File: src/rtl/fifo_flags.sv
// Parametrised single-clock FIFO with occupancy count, programmable almost flags,
// overflow/underflow pulses, synchronous flush and optional first-word fall-through.
module fifo_flags #(
    parameter int FIFO_WIDTH    = 4,
    parameter int N_ADDR_BITS   = 2,
    parameter int AFULL_THRESH  = (2 ** N_ADDR_BITS) - 1,
    parameter int AEMPTY_THRESH = 1,
    parameter bit FWFT          = 1'b0
) (
    input  logic                  clk,
    input  logic                  reset,
    input  logic                  clear,
    input  logic                  wr_en,
    input  logic [FIFO_WIDTH-1:0] wr_data,
    input  logic                  rd_en,
    output logic [FIFO_WIDTH-1:0] rd_data,
    output logic                  rd_valid,
    output logic                  empty,
    output logic                  full,
    output logic                  almost_empty,
    output logic                  almost_full,
    output logic [N_ADDR_BITS:0]  count,
    output logic                  overflow,
    output logic                  underflow
);

    localparam int DEPTH = 2 ** N_ADDR_BITS;
    localparam int CW    = N_ADDR_BITS + 1;

    localparam logic [CW-1:0]          DEPTH_C  = CW'(DEPTH);
    localparam logic [CW-1:0]          AFULL_C  = CW'(AFULL_THRESH);
    localparam logic [CW-1:0]          AEMPTY_C = CW'(AEMPTY_THRESH);
    localparam logic [CW-1:0]          CNT_ONE  = CW'(1);
    localparam logic [N_ADDR_BITS-1:0] PTR_ONE  = N_ADDR_BITS'(1);

    if (AEMPTY_THRESH < 0 || AEMPTY_THRESH >= AFULL_THRESH || AFULL_THRESH > DEPTH) begin : g_bad_thresh
        $error("fifo_flags: thresholds must satisfy 0 <= AEMPTY_THRESH < AFULL_THRESH <= DEPTH");
    end

    logic [FIFO_WIDTH-1:0]  mem_reg [DEPTH];
    logic [N_ADDR_BITS-1:0] wr_ptr_reg, wr_ptr_next;
    logic [N_ADDR_BITS-1:0] rd_ptr_reg, rd_ptr_next;
    logic [CW-1:0]          count_reg, count_next;
    logic                   overflow_reg, overflow_next;
    logic                   underflow_reg, underflow_next;
    logic                   rd_ok, wr_ok;

    // Flags depend only on the registered count, never on this cycle's requests.
    assign empty        = (count_reg == '0);
    assign full         = (count_reg == DEPTH_C);
    assign almost_empty = (count_reg <= AEMPTY_C);
    assign almost_full  = (count_reg >= AFULL_C);
    assign count        = count_reg;
    assign overflow     = overflow_reg;
    assign underflow    = underflow_reg;

    // A full FIFO still takes a write when a read frees a slot in the same cycle.
    assign rd_ok = rd_en & ~empty;
    assign wr_ok = wr_en & (~full | rd_ok);

    always_comb begin
        wr_ptr_next    = wr_ptr_reg;
        rd_ptr_next    = rd_ptr_reg;
        count_next     = count_reg;
        overflow_next  = 1'b0;
        underflow_next = 1'b0;
        if (clear) begin
            wr_ptr_next = '0;
            rd_ptr_next = '0;
            count_next  = '0;
        end else begin
            if (wr_ok) begin
                wr_ptr_next = wr_ptr_reg + PTR_ONE;
            end
            if (rd_ok) begin
                rd_ptr_next = rd_ptr_reg + PTR_ONE;
            end
            if (wr_ok && !rd_ok) begin
                count_next = count_reg + CNT_ONE;
            end else if (rd_ok && !wr_ok) begin
                count_next = count_reg - CNT_ONE;
            end
            overflow_next  = wr_en & ~wr_ok;
            underflow_next = rd_en & ~rd_ok;
        end
    end

    always_ff @(posedge clk or posedge reset) begin
        if (reset) begin
            wr_ptr_reg    <= '0;
            rd_ptr_reg    <= '0;
            count_reg     <= '0;
            overflow_reg  <= 1'b0;
            underflow_reg <= 1'b0;
        end else begin
            wr_ptr_reg    <= wr_ptr_next;
            rd_ptr_reg    <= rd_ptr_next;
            count_reg     <= count_next;
            overflow_reg  <= overflow_next;
            underflow_reg <= underflow_next;
        end
    end

    // Storage is never reset or flushed; only the pointers define what is valid.
    always_ff @(posedge clk) begin
        if (wr_ok && !clear) begin
            mem_reg[wr_ptr_reg] <= wr_data;
        end
    end

    if (FWFT) begin : g_fwft
        assign rd_data  = mem_reg[rd_ptr_reg];
        assign rd_valid = ~empty;
    end else begin : g_registered
        logic [FIFO_WIDTH-1:0] rd_data_reg;
        logic                  rd_valid_reg;

        always_ff @(posedge clk or posedge reset) begin
            if (reset) begin
                rd_data_reg  <= '0;
                rd_valid_reg <= 1'b0;
            end else if (clear) begin
                rd_valid_reg <= 1'b0;
            end else begin
                rd_valid_reg <= rd_ok;
                if (rd_ok) begin
                    rd_data_reg <= mem_reg[rd_ptr_reg];
                end
            end
        end

        assign rd_data  = rd_data_reg;
        assign rd_valid = rd_valid_reg;
    end

endmodule

File: config.mk
export PLATFORM = sky130hd
export DESIGN_NAME = fifo_flags
export DESIGN_NICKNAME = d
export VERILOG_FILES = /design/src/rtl/fifo_flags.sv
export SDC_FILE = /design/constraint.sdc
export NUM_CORES = 1
export LEC_CHECK = 0
export CORE_MARGIN = 2
export CORE_UTILIZATION = 59
export CTS_BUF_LIST = sky130_fd_sc_hd__clkbuf_4 sky130_fd_sc_hd__clkbuf_8
export DETAILED_ROUTE_END_ITERATION = 8
export PLACE_DENSITY_LB_ADDON = 0.08
export SLEW_MARGIN = 20
export SYNTH_ARGS = -nofsm -noshare
export SYNTH_HDL_FRONTEND = slang
export SYNTH_SLANG_ARGS = --single-unit
export TNS_END_PERCENT = 10
File: constraint.sdc
create_clock -name clk -period 4.1 [get_ports clk]
set_clock_uncertainty 0.1 [all_clocks]
set_input_delay 0.41 -clock clk [delete_from_list [all_inputs] [get_ports clk]]
set_output_delay 0.41 -clock clk [all_outputs]
set_load 0.02 [all_outputs]
# Word level (Yosys, flattened, before mapping)
# Memory sizes are Yosys's and may differ from the RTL's. A register that Yosys moved wholly into a read port is not among the register bits.
# Index checks and enable logic that the tools add are counted.
[totals] out_inout_bits=14 inputBits=9 ff_bits=10 memories=1 ramBits=16 elab_cells=47
[classes] n_mux=12 eq_ne=1 bitwise=10 n_reduce_logical=11 n_addsub=4 n_lt_le_gt_ge=2
[mem_list] memory="mem_reg" depth=4 width=4 rd=1 rd_clocked_by_memory_dff=1 write_ports=1 line_no="40" rtl="logic [FIFO_WIDTH-1:0] mem_reg [DEPTH];"
[op_table] operator="2-to-1 mux 3 bit" count=3
[op_table] operator="2-to-1 mux 2 bit" count=4
[op_table] operator="2-to-1 mux 1 bit" count=5
[op_table] operator="inverter 1 bit" count=5
[op_table] operator="adder 2 x 1 -> 2 bit, second input constant" count=2
[op_table] operator="bitwise AND 1 bit" count=4
[op_table] operator="nonzero test 2 bit" count=2
[op_table] operator="adder 3 x 1 -> 3 bit, second input constant" count=1
[op_table] operator="equality test 3 bit, second input constant" count=1
[op_table] operator=">= comparator 3 x 2 -> 1 bit, second input constant" count=1
[op_table] operator="<= comparator 3 x 1 -> 1 bit, second input constant" count=1
[op_table] operator="logical AND 1 bit" count=3
[op_table] operator="logical NOT 1 bit" count=3
[op_table] operator="logical NOT 3 bit" count=1
[op_table] operator="nonzero test 3 bit" count=1
[op_table] operator="subtractor 3 x 1 -> 3 bit, second input constant" count=1
[op_table] operator="AND reduction 2 bit" count=1
[op_table] operator="OR 1 bit" count=1

# Longest topological paths before layout
# Gate-level depths: netlist of the first run.
[depth] depth_word=10 depth_mapped=6 ltp_nobuf=6

# Worst setup path after synthesis of the first run
# OpenSTA, ideal clock, no wires.
[synth_timing] path_kind="register to register" from="register count_reg[1] (netlist: count[1])" to="register g_registered.rd_data_reg[0] (netlist: rd_data[0]) (read register of mem_reg)" setup_time_ns=0.125 stages_incl_launch_ff=7 synth_period_minus_slack_ns=1.891 arrival_time_ns=1.666 path_slack_ns=2.209 cell_sequence="dfrtp_1 -> inv_1 -> ha_1 -> nand2b_1 -> nand2_1 -> nor2_4 -> mux2_2"
[synth_via] elab_chain_len=4
[synth_rtl] element="start, declared" line_no="43" rtl="logic [CW-1:0] count_reg, count_next;"
[synth_rtl] element="start signal, assigned" line_no="98" rtl="count_reg <= count_next;"
[synth_rtl] element="logical NOT 3 bit" line_no="49" rtl="assign empty = (count_reg == '0);"
[synth_rtl] element="inverter 1 bit" line_no="58" rtl="assign rd_ok = rd_en & ~empty;"
[synth_rtl] element="bitwise AND 1 bit" line_no="58"
[synth_rtl] element="AND reduction 2 bit (no source line)"
[synth_rtl] element="end, declared" line_no="115" rtl="logic [FIFO_WIDTH-1:0] rd_data_reg;"
# No other way between the ends.
# A chain may end at the register's enable or synchronous reset.

# Worst setup path in the final report of the first run
[layout_timing] from="register count_reg[1] (netlist: count[1])" to="output empty"
[layout_via] elab_chain_len=1
[layout_rtl] element="logical NOT 3 bit" line_no="49"
[layout_rtl] element="end, declared" line_no="18" rtl="output logic empty,"
# No other way between the ends.

==> run summary, run 1 <==
unrepaired setup endpoints after global routing -> no
CTS Root Cell -> sky130_fd_sc_hd__clkbuf_4
Worst Max-Slew Pin Slew -> 572 ps
Seq/Total Area, Yosys -> 57.1%
startpoint of the worst register-to-register path -> count[1]
kind of path behind the tightest hold check -> in2async
startpoint-to-endpoint class of the critical path -> reg2out
Critical Path Source Type -> flip-flop
cell depth of the worst flop-to-flop path -> 6
global-route wire length before repair -> 4220 µm
number of antenna-violating nets in the routed design -> 0
cell types with the highest counts after synthesis -> sky130_fd_sc_hd__edfxtp_1 (16), sky130_fd_sc_hd__dfrtp_1 (14), sky130_fd_sc_hd__nor2_1 (11), sky130_fd_sc_hd__ha_1 (9), sky130_fd_sc_hd__inv_1 (9)
post-layout util -> 76.5%
post-synthesis async set-or-reset flop share -> 46.7%
vias -> 915
antenna fix cells -> 0
share of final-layout standard cells stronger than drive strength 1 -> 14.7%
share of Yosys cell area claimed by the top area cell type -> 33.0%
synth warn -> 0
capturing point of the worst reg2reg path -> rd_data[3]
maximum buffer depth of the clock tree -> 2
synthesized area per cell -> 13.2 µm²
number of setup violations in the final report -> 0
XOR/XNOR Fraction of Synth Area -> 1.81%
Max Clock Freq -> 377 MHz
share of the synthesized area in compound gates (AO/OA/AOI/OAI) -> 6.02%
half-perimeter wire length after detailed placement -> 1930 µm
final clock period utilization by the worst path -> 64.8%
DRC Markers -> 0
Finished Cell Area -> 1740 µm²
gp weighted congestion -> 0.827
number of buffers inserted to repair setup after CTS -> 0
worst slack at placement -> 1810 ps
Buffers on Ports -> 22
area added between synthesis and finish -> 19.6%
Post-Syn Nets -> 128
pin count of the biggest net entering global routing -> 15
number of maximum-capacitance constraint violations -> 0
CTS tree -> done
result of the run -> finished clean
Max IR drop VDD -> 0.393 mV
count of flip-flops with a built-in enable after synthesis -> 16
total of hold buffers inserted after clock tree synthesis -> 0
clock input transition at the sequential cells of the worst setup and hold paths -> 90 ps
static leakage power -> 0.692 nW
multiplexer fraction of the synthesized cell area -> 9.97%
Avg WL per Cell -> 15.9 µm
clock network latency to the later pin of the worst-skew pair -> 320 ps
Synth area leaders -> sky130_fd_sc_hd__edfxtp_1 (33%), sky130_fd_sc_hd__dfrtp_1 (24%), sky130_fd_sc_hd__ha_1 (7.7%)
synthesis-stage register bit count -> 30
vias in the first global route -> 956
final critical delay including setup and external delays -> 2650 ps
width of the die -> 53.7 µm
antenna violations before repair -> 0
Total Die Area -> 2880 µm²
distinct cell type count after synthesis -> 33
Power per Cell Area -> 520 nW/µm²
data required time at the worst endpoint -> 3590 ps
final number of hold-violating endpoints -> 0
core area -> 2280 µm²
number of pins with negative max-slew slack in the final report -> 0
headroom to the max-slew limit -> 61.9%
top-count cell post-synth -> sky130_fd_sc_hd__edfxtp_1
detailed-router iteration count before antenna repair -> 4
placed instance area -> 1690 µm²
simple-gate share of the synthesized area -> 12.7%
Largest register FFs -> 16
maximum fanout along the worst path -> 7
number of vias per cell after detailed routing -> 5.58
arithmetic-cell share of the synthesized area counting full adders, half adders and majority gates -> 8.43%
count of clock tree sinks -> 30
Placement Rows -> 17
global router's overall resource usage -> 21.8%
Syn Std Cell Area -> 1460 µm²
starting density of the core -> 63.9%
H-tree levels -> 2
flop-to-flop setup slack -> 2100 ps
Synth area leader -> sky130_fd_sc_hd__edfxtp_1
die height -> 53.7 µm
net count reported at finish -> 153
routed wire length -> 2610 µm
final worst-path setup slack -> 1450 ps
TritonCTS buffer count -> 5
CTS resizes -> 0
aggregate global routing overflow -> 0
Primary FF master, synth -> sky130_fd_sc_hd__edfxtp_1
post-synthesis cell count -> 110
# IOs -> 23
Final TNS setup -> 0 ps
DRC marker count from the first detailed-route iteration -> 15
largest family of logic cells by synthesized area -> simple AND/OR/NAND/NOR gates
type of element capturing the critical path -> output pin
Crit path arrival time -> 2140 ps
final-layout worst hold slack -> 340 ps
## placed cells by master, fill, tap and decap left out, types with 2 or more instances in the layout
cell type / Yosys / layout
sky130_fd_sc_hd__a21oi_1: 3 / 3
sky130_fd_sc_hd__nor3b_1: 2 / 2
sky130_fd_sc_hd__mux4_2: 4 / 4
sky130_fd_sc_hd__nand3_1: 2 / 2
sky130_fd_sc_hd__dfrtp_1: 14 / 14
sky130_fd_sc_hd__nand2_1: 2 / 2
sky130_fd_sc_hd__inv_1: 9 / 9
sky130_fd_sc_hd__nand2b_1: 3 / 3
sky130_fd_sc_hd__mux2_2: 4 / 4
sky130_fd_sc_hd__ha_1: 9 / 9
sky130_fd_sc_hd__xor2_1: 2 / 2
sky130_fd_sc_hd__and2_1: 4 / 4
sky130_fd_sc_hd__clkbuf_4: 0 / 6
sky130_fd_sc_hd__edfxtp_1: 16 / 16
sky130_fd_sc_hd__o21ai_0: 3 / 3
sky130_fd_sc_hd__nor2_1: 11 / 11
sky130_fd_sc_hd__clkdlybuf4s50_1: 0 / 22
sky130_fd_sc_hd__nor3_1: 2 / 2
sky130_fd_sc_hd__nor2b_1: 3 / 3
## where the power goes
group,switching (mW),leakage (nW),internal [mW]
Clock,0.0950,0.0331,0.0708
Sequential,0.0350,0.326,0.361
Combinational,0.175,0.333,0.169
Total,0.304,0.692,0.600
## cell families (layout without fill, tap and decap cells)
group | after synthesis | after routing
and+or+nand+nor | 33 | 33
DFF | 30 | 30
buffers and inverters | 13 | 39
AOI/OAI and AO/OA | 12 | 12
adders and majority gates | 10 | 10
muxes | 9 | 9
xor gates and xnor gates | 3 | 3
## layout make-up
type / count / area (µm²)
inverter: 9 / 33.8
tap: 28 / 35.0
timing repair buffer: 22 / 220
sequential: 30 / 831
clock inverter: 2 / 8.76
multi-input combinational: 67 / 567
fill: 162 / 536
clock buffer: 6 / 45.0
## worst max-delay path, cell delays in order, from the launching register on
cell                              delay [ps]
sky130_fd_sc_hd__dfrtp_1                 430
sky130_fd_sc_hd__inv_1                   180
sky130_fd_sc_hd__ha_1                    310
sky130_fd_sc_hd__nand2b_1                200
sky130_fd_sc_hd__inv_1                   100
sky130_fd_sc_hd__clkdlybuf4s50_1         600
## layer usage
| metal | wire [µm] | vias to the layer above | GRT usage [%] |
|---|---|---|---|
| met5 | 0 | - | 0 |
| met4 | 59 | 0 | 14.1 |
| met3 | 107 | 8 | 5.00 |
| met2 | 1300 | 30 | 35.2 |
| met1 | 1140 | 441 | 26.1 |
| li1 | - | 436 | - |
## worst max-delay path by stage
stage	from	endpoint	slack (ps)	depth (start not counted)
global placement	count[1]	empty	1860	5
finish	count[1]	empty	1450	5
CTS	count[1]	empty	1430	5
floorplan	count[1]	rd_data[0]	2210	6
global route	count[1]	empty	1300	5
detailed placement	count[1]	empty	1810	5
## through the flow
| stage | power, mW | std cells |
|---|---|---|
| final | 0.905 | 164 |
| after global routing | 0.957 | 164 |
| after CTS | 0.914 | 164 |
| after detailed placement | 0.745 | 156 |
| after global placement | 0.736 | 156 |
| after floorplan | 0.615 | 110 |
No activity file was read; power rests on OpenSTA's default activity.
==> run 2: changes to the inputs <==
--- a/config.mk
+++ b/config.mk
@@ -6,7 +6,7 @@
 export NUM_CORES = 1
 export LEC_CHECK = 0
 export CORE_MARGIN = 2
-export CORE_UTILIZATION = 59
+export CORE_UTILIZATION = 49
 export CTS_BUF_LIST = sky130_fd_sc_hd__clkbuf_4 sky130_fd_sc_hd__clkbuf_8
 export DETAILED_ROUTE_END_ITERATION = 8
 export PLACE_DENSITY_LB_ADDON = 0.08
==> constraint.sdc (replaced) <==
create_clock -name clk -period 2.25 [get_ports clk]
set_clock_uncertainty 0.1 [all_clocks]
set_input_delay 0.225 -clock clk [delete_from_list [all_inputs] [get_ports clk]]
set_output_delay 0.225 -clock clk [all_outputs]
set_load 0.02 [all_outputs]
==> run 2 against run 1 <==
Register-to-register slack worse by 1700 ps; wire length down 4.5%; sequential power up 83%; via count up 0.11%; non-clock buffer count up 3; critical path depth unchanged; hold slack worse by 200 ps; combinational power up 81%; largest cell class unchanged.
==> run summary, run 2 (same netlist as run 1, synthesis figures left out) <==
result of the run -> finished clean (unchanged)
fill cell total of the finished layout -> 242 (was 162)
Placement Rows -> 19 (was 17)
final critical delay including setup and external delays -> 2100 ps
Avg WL per Cell -> 14.6 µm (was 15.9 µm)
CTS Root Cell -> sky130_fd_sc_hd__clkbuf_4 (unchanged)
cells along the critical path -> inv_2 -> ha_1 -> a21oi_1 -> nor2_1 -> clkdlybuf4s50_1 (was inv_1 -> ha_1 -> nand2b_1 -> inv_1 -> clkdlybuf4s50_1)
Final TNS setup -> 0 ps (unchanged)
placed instance area -> 1710 µm² (was 1690 µm²)
kind of path behind the tightest hold check -> in2async (unchanged)
Max Clock Freq -> 476 MHz
Crit path arrival time -> 1780 ps (was 2140 ps)
worst slack at placement -> 227 ps (was 1810 ps)
number of maximum-capacitance constraint violations -> 0 (unchanged)
number of vias per cell after detailed routing -> 5.39 (was 5.58)
vias in the first global route -> 947 (was 956)
final worst-path setup slack -> 148 ps (was 1450 ps)
detailed-router iteration count before antenna repair -> 5 (was 4)
gp weighted congestion -> 0.840 (was 0.827)
final number of hold-violating endpoints -> 0 (unchanged)
routed wire length -> 2490 µm (was 2610 µm)
static leakage power -> 0.719 nW (was 0.692 nW)
clock network latency to the later pin of the worst-skew pair -> 330 ps (was 320 ps)
startpoint-to-endpoint class of the critical path -> reg2out (unchanged)
global router's overall resource usage -> 18.2% (was 21.8%)
half-perimeter wire length after detailed placement -> 1870 µm (was 1930 µm)
Max IR drop VDD -> 0.658 mV (was 0.393 mV)
total power -> 1.65 mW (was 905 µW)
unrepaired setup endpoints after global routing -> no (unchanged)
Worst Max-Slew Pin Slew -> 547 ps (was 572 ps)
DRC marker count from the first detailed-route iteration -> 17 (was 15)
final clock period utilization by the worst path -> 93.4%
Finished Cell Area -> 1770 µm² (was 1740 µm²)
number of pins with negative max-slew slack in the final report -> 0 (unchanged)
pin count of the biggest net entering global routing -> 15 (unchanged)
clock input transition at the sequential cells of the worst setup and hold paths -> 100 ps (was 90 ps)
share of final-layout standard cells stronger than drive strength 1 -> 18.7% (was 14.7%)
count of clock tree sinks -> 30 (unchanged)
aggregate global routing overflow -> 0 (unchanged)
die height -> 58.5 µm (was 53.7 µm)
net count reported at finish -> 156 (was 153)
commonest non-fill, non-tap cells in the layout -> sky130_fd_sc_hd__clkdlybuf4s50_1 (19), sky130_fd_sc_hd__edfxtp_1 (16), sky130_fd_sc_hd__dfrtp_1 (13), sky130_fd_sc_hd__nor2_1 (11) (was sky130_fd_sc_hd__clkdlybuf4s50_1 (22), sky130_fd_sc_hd__edfxtp_1 (16), sky130_fd_sc_hd__dfrtp_1 (14), sky130_fd_sc_hd__nor2_1 (11))
Slowest Stage Delay on Critical Path -> 600 ps (about the same)
data required time at the worst endpoint -> 1920 ps (was 3590 ps)
global-route wire length before repair -> 4360 µm (was 4220 µm)
vias -> 916 (was 915)
headroom to the max-slew limit -> 63.5% (was 61.9%)
Largest register FFs -> 16 (unchanged)
DRC Markers -> 0 (unchanged)
Critical Path Source Type -> flip-flop (unchanged)
TritonCTS buffer count -> 5 (unchanged)
maximum buffer depth of the clock tree -> 2 (unchanged)
Total Die Area -> 3420 µm² (was 2880 µm²)
total of hold buffers inserted after clock tree synthesis -> 0 (unchanged)
number of antenna-violating nets in the routed design -> 0 (unchanged)
core area -> 2780 µm² (was 2280 µm²)
crit path max-delay cell type -> sky130_fd_sc_hd__clkdlybuf4s50_1 (unchanged)
CTS tree -> done (unchanged)
count of buffer and inverter cells on the critical path -> 2 (was 3)
antenna violations before repair -> 0 (unchanged)
area added between synthesis and finish -> 21.7% (was 19.6%)
Buffers on Ports -> 22 (unchanged)
antenna fix cells -> 0 (unchanged)
maximum fanout along the worst path -> 7 (unchanged)
starting density of the core -> 52.3% (was 63.9%)
type of element capturing the critical path -> output pin (unchanged)
H-tree levels -> 2 (unchanged)
number of setup violations in the final report -> 0 (unchanged)
most frequent standard cell in the layout excluding fill and tap cells -> sky130_fd_sc_hd__clkdlybuf4s50_1 (unchanged)
cell type group with the largest total delay on the critical path -> buffers and inverters (unchanged)
final-layout worst hold slack -> 138 ps (was 340 ps)
number of buffers inserted to repair setup after CTS -> 0 (unchanged)
# IOs -> 23 (unchanged)
Power per Cell Area -> 931 nW/µm² (was 520 nW/µm²)
width of the die -> 58.5 µm (was 53.7 µm)
[run 2: cell count changes in the layout (fill, tap and decap cells not counted), sizes merged]
| cell | change |
|---|---|
| clkdlybuf4s50 | -3 |
| clkbuf | -1 |
| dlymetal6s2s | +1 |
| buf | +3 |
| clkinvlp | +1 |
| dlygate4sd2 | +2 |
[run 2: worst paths after layout]
check | depth (start not counted) | slack [ps] | to | start
worst max-delay path | 5 | 150 | almost_empty | count[1]
worst min-delay path | 2 | 140 | rd_data[2] | reset
worst max register to register | 6 | 390 | mem_reg[1][1] | count[0]
worst min register to register | 1 | 420 | rd_data[0] | rd_data[0]
max in group asynchronous | 2 | 1520 | count[2] | reset
min in group clk | 1 | 420 | rd_data[0] | rd_data[0]
[run 2: power by group]
group          switching (mW)  internal, mW  total (mW)
Combinational           0.309         0.312       0.621
Clock                   0.188         0.116       0.304
Sequential             0.0657         0.658       0.724
Total                   0.563          1.09        1.65
[run 2: layout make-up]
class	instances	area, µm²	area share, %
clock buffer	5	37.5	2.12
clock inverter	3	16.3	0.919
inverter	9	33.8	1.91
multi-input combinational	67	569	32.2
sequential	30	832	47.0
tap	31	38.8	2.19
timing repair buffer	25	243	13.7
[run 2: metrics by stage]
| step | cells | utilization [%] |
|---|---|---|
| 3_5_place_dp | 162 | 61.6 |
| 2_1_floorplan | 110 | - |
| 5_1_grt | 170 | 63.7 |
| 4_1_cts | 170 | 63.5 |
| 3_3_place_gp | 162 | 61.6 |
| 6_report | 170 | 63.7 |
[run 2: timing repair]
action,4_1_cts,5_1_grt
gates cloned,0,0
gates resized for setup,4,2
setup endpoints to repair,2,1
[run 2: per-layer routing]
layer	global-route usage, %	vias to the layer above	share of wire, %
met5	0	-	0
met4	6.98	0	1.2
met3	7.47	3	4.3
met2	28.4	20	48
met1	22.6	452	46
li1	-	441	-
==> RTL edit 1, RTL diff (settings of run 1) <==
Change the parameter `FWFT` from 1'b0 to 1'b1.
--- a/src/rtl/fifo_flags.sv
+++ b/src/rtl/fifo_flags.sv
@@ -7,3 +7,3 @@
     parameter int AEMPTY_THRESH = 1,
-    parameter bit FWFT          = 1'b0
+    parameter bit FWFT          = 1'b1
 ) (
Formal check against the unedited RTL: not equivalent (a bounded check fails within 4 cycles, from zero or initial values and one cycle with reset high).
==> RTL edit 1 against run 1 <==
  * Largest power group is now combinational cells
  * Synthesized area is 13% lower
  * Count of clock-buffer cells in the layout is 3 lower
  * Sequential power is 15% lower
  * Setup slack worse by 0.085 ns
  * Worst hold slack worse by 0.11 ns
  * Final cell count is 9.8% lower
  * Maximum frequency is 3.1% lower
  * Utilization is 0.082 points lower
  * Wire length is 17% lower
  * Total power is 3.0% lower
  * Sequential cell count is 5 lower
  * Final area is 13% lower
==> RTL edit 1: results <==
set metrics [dict create \
    place_congestion 0.7893 \
    yosys.cell_types.count 29 \
    vias_per_cell 5.493 \
    outcome "complete, no violations" \
    worst_pin_slew_ns 0.3878 \
    routedWlPerCell_um 14.55 \
    track_usage_pct 20.93 \
    grt_pass1_wl_um 3850 \
    synthesis.nets 118 \
    grt_use_met1_pct 27.48 \
    power_leakage_nw 0.5929 \
    grt_pass1_vias 827 \
    drtIter0Drc 22 \
    use_met3_pct 2.679 \
    path_clk_slew_ns 0.14 \
    synth_commonest_cells "edfxtp_1 (16), nor2_1 (13), dfrtp_1 (9), ha_1 (9), inv_1 (9)" \
    ir_drop_uv 423.0 \
    wl_met2_um 1123 \
    cts_buffers 3 \
    wl_um 2153 \
    drive_gt1_share_pct 7.438 \
    internal-power_mw 0.5378 \
    crit_fanout 8 \
    seq_area_frac_synth_pct 56.06 \
    cts_htree_levels 1 \
    grt_max_degree 16 \
]
-- RTL edit 1: stage by stage --
step	util, %	power, mW
5_1_grt	76.39	0.9335
3_5_place_dp	74.87	0.7703
2_1_floorplan	-	0.6240
3_3_place_gp	74.87	0.7579
6_report	76.39	0.8773
4_1_cts	76.39	0.8832
-- RTL edit 1: area by class of cell --
cell class | count | area, um^2
Timing Repair Buffer | 22 | 220.2
Clock inverter | 1 | 7.507
Clock buffer | 3 | 22.52
Tap cell | 27 | 33.78
Fill cell | 139 | 467.9
Multi-Input combinational cell | 61 | 490.5
Inverter | 9 | 33.78
Sequential cell | 25 | 705.7
-- RTL edit 1: worst paths after layout --
kind | start | end | slack [ns] | cells past startpoint
min in group clk | wr_ptr_reg[1] | wr_ptr_reg[1] | 0.51 | 2
max in group asynchronous | reset | count[2] | 3.41 | 2
min | reset | overflow | 0.23 | 2
min reg2reg | wr_ptr_reg[1] | wr_ptr_reg[1] | 0.51 | 2
max reg2reg | count[1] | count[0] | 1.97 | 6
max | count[1] | empty | 1.36 | 5
-- RTL edit 1: power by group through the flow --
stage / clock, mW / combinational (mW) / sequential [mW]
final: 0.112 / 0.427 / 0.338
after global placement: 0 / 0.417 / 0.341
after global routing: 0.122 / 0.466 / 0.346
after CTS: 0.115 / 0.429 / 0.339
after floorplan: 0 / 0.282 / 0.342
after detailed placement: 0 / 0.426 / 0.344
-- RTL edit 1: cells by family (layout without fill, tap and decap cells) --
kind of cell,after synthesis,count (layout),share of synthesized area [%]
DFF,25,25,56.06
AOI/OAI and AO/OA,16,16,8.648
and+or+nand+nor,27,27,10.44
muxes,6,6,8.847
buffers and inverters,14,35,4.970
adders and majority gates,9,9,8.946
xor gates and xnor gates,3,3,2.088
==> RTL edit 2, RTL diff (settings of run 1) <==
Made on the original files. Put one more register stage on the output `count`, with the module's reset. The value now appears one clock later. The other outputs are not delayed to match. Comments in the files are not updated.
--- a/src/rtl/fifo_flags.sv
+++ b/src/rtl/fifo_flags.sv
@@ -52,3 +52,9 @@
     assign almost_full  = (count_reg >= AFULL_C);
-    assign count        = count_reg;
+    always_ff @(posedge clk or posedge reset) begin
+        if (reset) begin
+            count <= '0;
+        end else begin
+            count <= count_reg;
+        end
+    end
     assign overflow     = overflow_reg;
Formal check against the unedited RTL: not equivalent (a bounded check fails within 4 cycles, from zero or initial values and one cycle with reset high).
==> RTL edit 2 against run 1 <==
  * Wire length shrank 0.73%
  * Largest power group is now combinational cells
  * Sequential cell count grew 3
  * Final area grew 5.5%
  * Utilization shrank 2.3 points
  * Critical path type unchanged
  * Sequential share of layout area grew 1.6 points
  * Die area grew 5.2%
  * Non-clock buffer count is the same
  * Synthesized area grew 5.7%
  * Setup slack lost 0.052 ns
  * Largest cell class unchanged
  * Total power grew 24%
  * Final cell count grew 4.3%
==> RTL edit 2: results <==
set metrics [dict create \
    wl_met3_um 124 \
    wl_met2_um 1362 \
    grt_pass1_wl_um 4015 \
    seq_area_frac_synth_pct 58.91 \
    cts_buffers 5 \
    outcome "complete, no violations" \
    ir_drop_uv 565.5 \
    place_congestion 0.8584 \
    hpwl_um 2006 \
    synthTopCellsByArea "edfxtp_1 (31%), dfrtp_1 (28%), ha_1 (7.3%), mux4_2 (5.9%), mux2_2 (2.9%)" \
    drtIter0Drc 23 \
    worst-r2r-cell-count 5 \
    wl_um 2587 \
    yosys.cell_types.count 33 \
    use_met3_pct 5.645 \
    crit_fanout 8 \
    synth_commonest_cells "dfrtp_1 (17), edfxtp_1 (16), nor2_1 (11)" \
    ctsResizeCount 0 \
    vias 947 \
    synthAdderAreaFrac_pct 7.323 \
    met1_length_um 1089 \
    worst_pin_slew_ns 0.6538 \
    track_usage_pct 20.40 \
    drive_gt1_share_pct 16.31 \
    final_nets 158 \
    grt_pass1_vias 864 \
    cp.arrival_ns 2.20 \
    yosys.area_share.xor_xnor_pct 1.709 \
    use_met2_pct 32.74 \
    synth_mux_area_share_pct 9.520 \
    power_leakage_nw 0.7414 \
    grt_max_degree 18 \
    crit_path_start "count_reg[1]" \
    synthesis.nets 133 \
    p_switching_mw 0.3858 \
    grt_use_met1_pct 26.13 \
    p_clk_mw 0.194 \
    synth-main-ff-cell "dfrtp_1" \
    seq_power_share_pct 41.3 \
    synthArstFlopShare_pct 51.52 \
    n_fill_cell 170 \
    path_delay_family "buffers and inverters" \
]
==> RTL edit 2: cell types whose count changed after synthesis, sizes merged, moves of 2 or more <==
cell   before  now
a21oi       4    7
dfrtp      14   17
nand2       2    4
nor2b       3    0
o21ai       3    5
==> RTL edit 2: path summary, 6_finish.rpt <==
check / endpoint / slack [ns]
hold reg to reg: count[0] / 0.39
hold / removal: overflow / 0.39
min in group clk: count[0] / 0.39
max in group asynchronous: rd_valid / 3.09
setup reg to reg: mem_reg[1][1] / 1.90
setup / recovery: empty / 1.39
==> RTL edit 2: metrics by stage <==
| stage | utilization, % | instance area (um^2) | setup slack [ns] | power (mW) | instances |
|---|---|---|---|---|---|
| finish | 74.14 | 1837 | 1.394 | 1.119 | 171 |
| floorplan | - | 1538 | 2.265 | 0.7588 | 115 |
| global placement | 71.46 | 1770 | 1.688 | 0.9151 | 163 |
| CTS | 74.14 | 1837 | 1.404 | 1.132 | 171 |
| global route | 74.14 | 1837 | 1.268 | 1.198 | 171 |
| detailed placement | 71.46 | 1770 | 1.664 | 0.9363 | 163 |
==> RTL edit 2: area by class of cell <==
cell class / count / area (um^2) / share of cell area, %
clock buffers: 8 / 66.31 / 3.610
inverters: 9 / 33.78 / 1.839
multi-input cells: 69 / 573.1 / 31.20
flip-flops and latches: 33 / 905.9 / 49.32
well taps: 30 / 37.54 / 2.044
repair buffers: 22 / 220.2 / 11.99
==> RTL edit 2: kinds of logic after synthesis <==
group / after synthesis
AO/OA/AOI/OAI: 17
XOR/XNOR: 3
adder cells (fa/ha/maj): 9
buffers and inverters: 13
flip-flops: 33
multiplexers: 9
AND/OR/NAND/NOR: 31
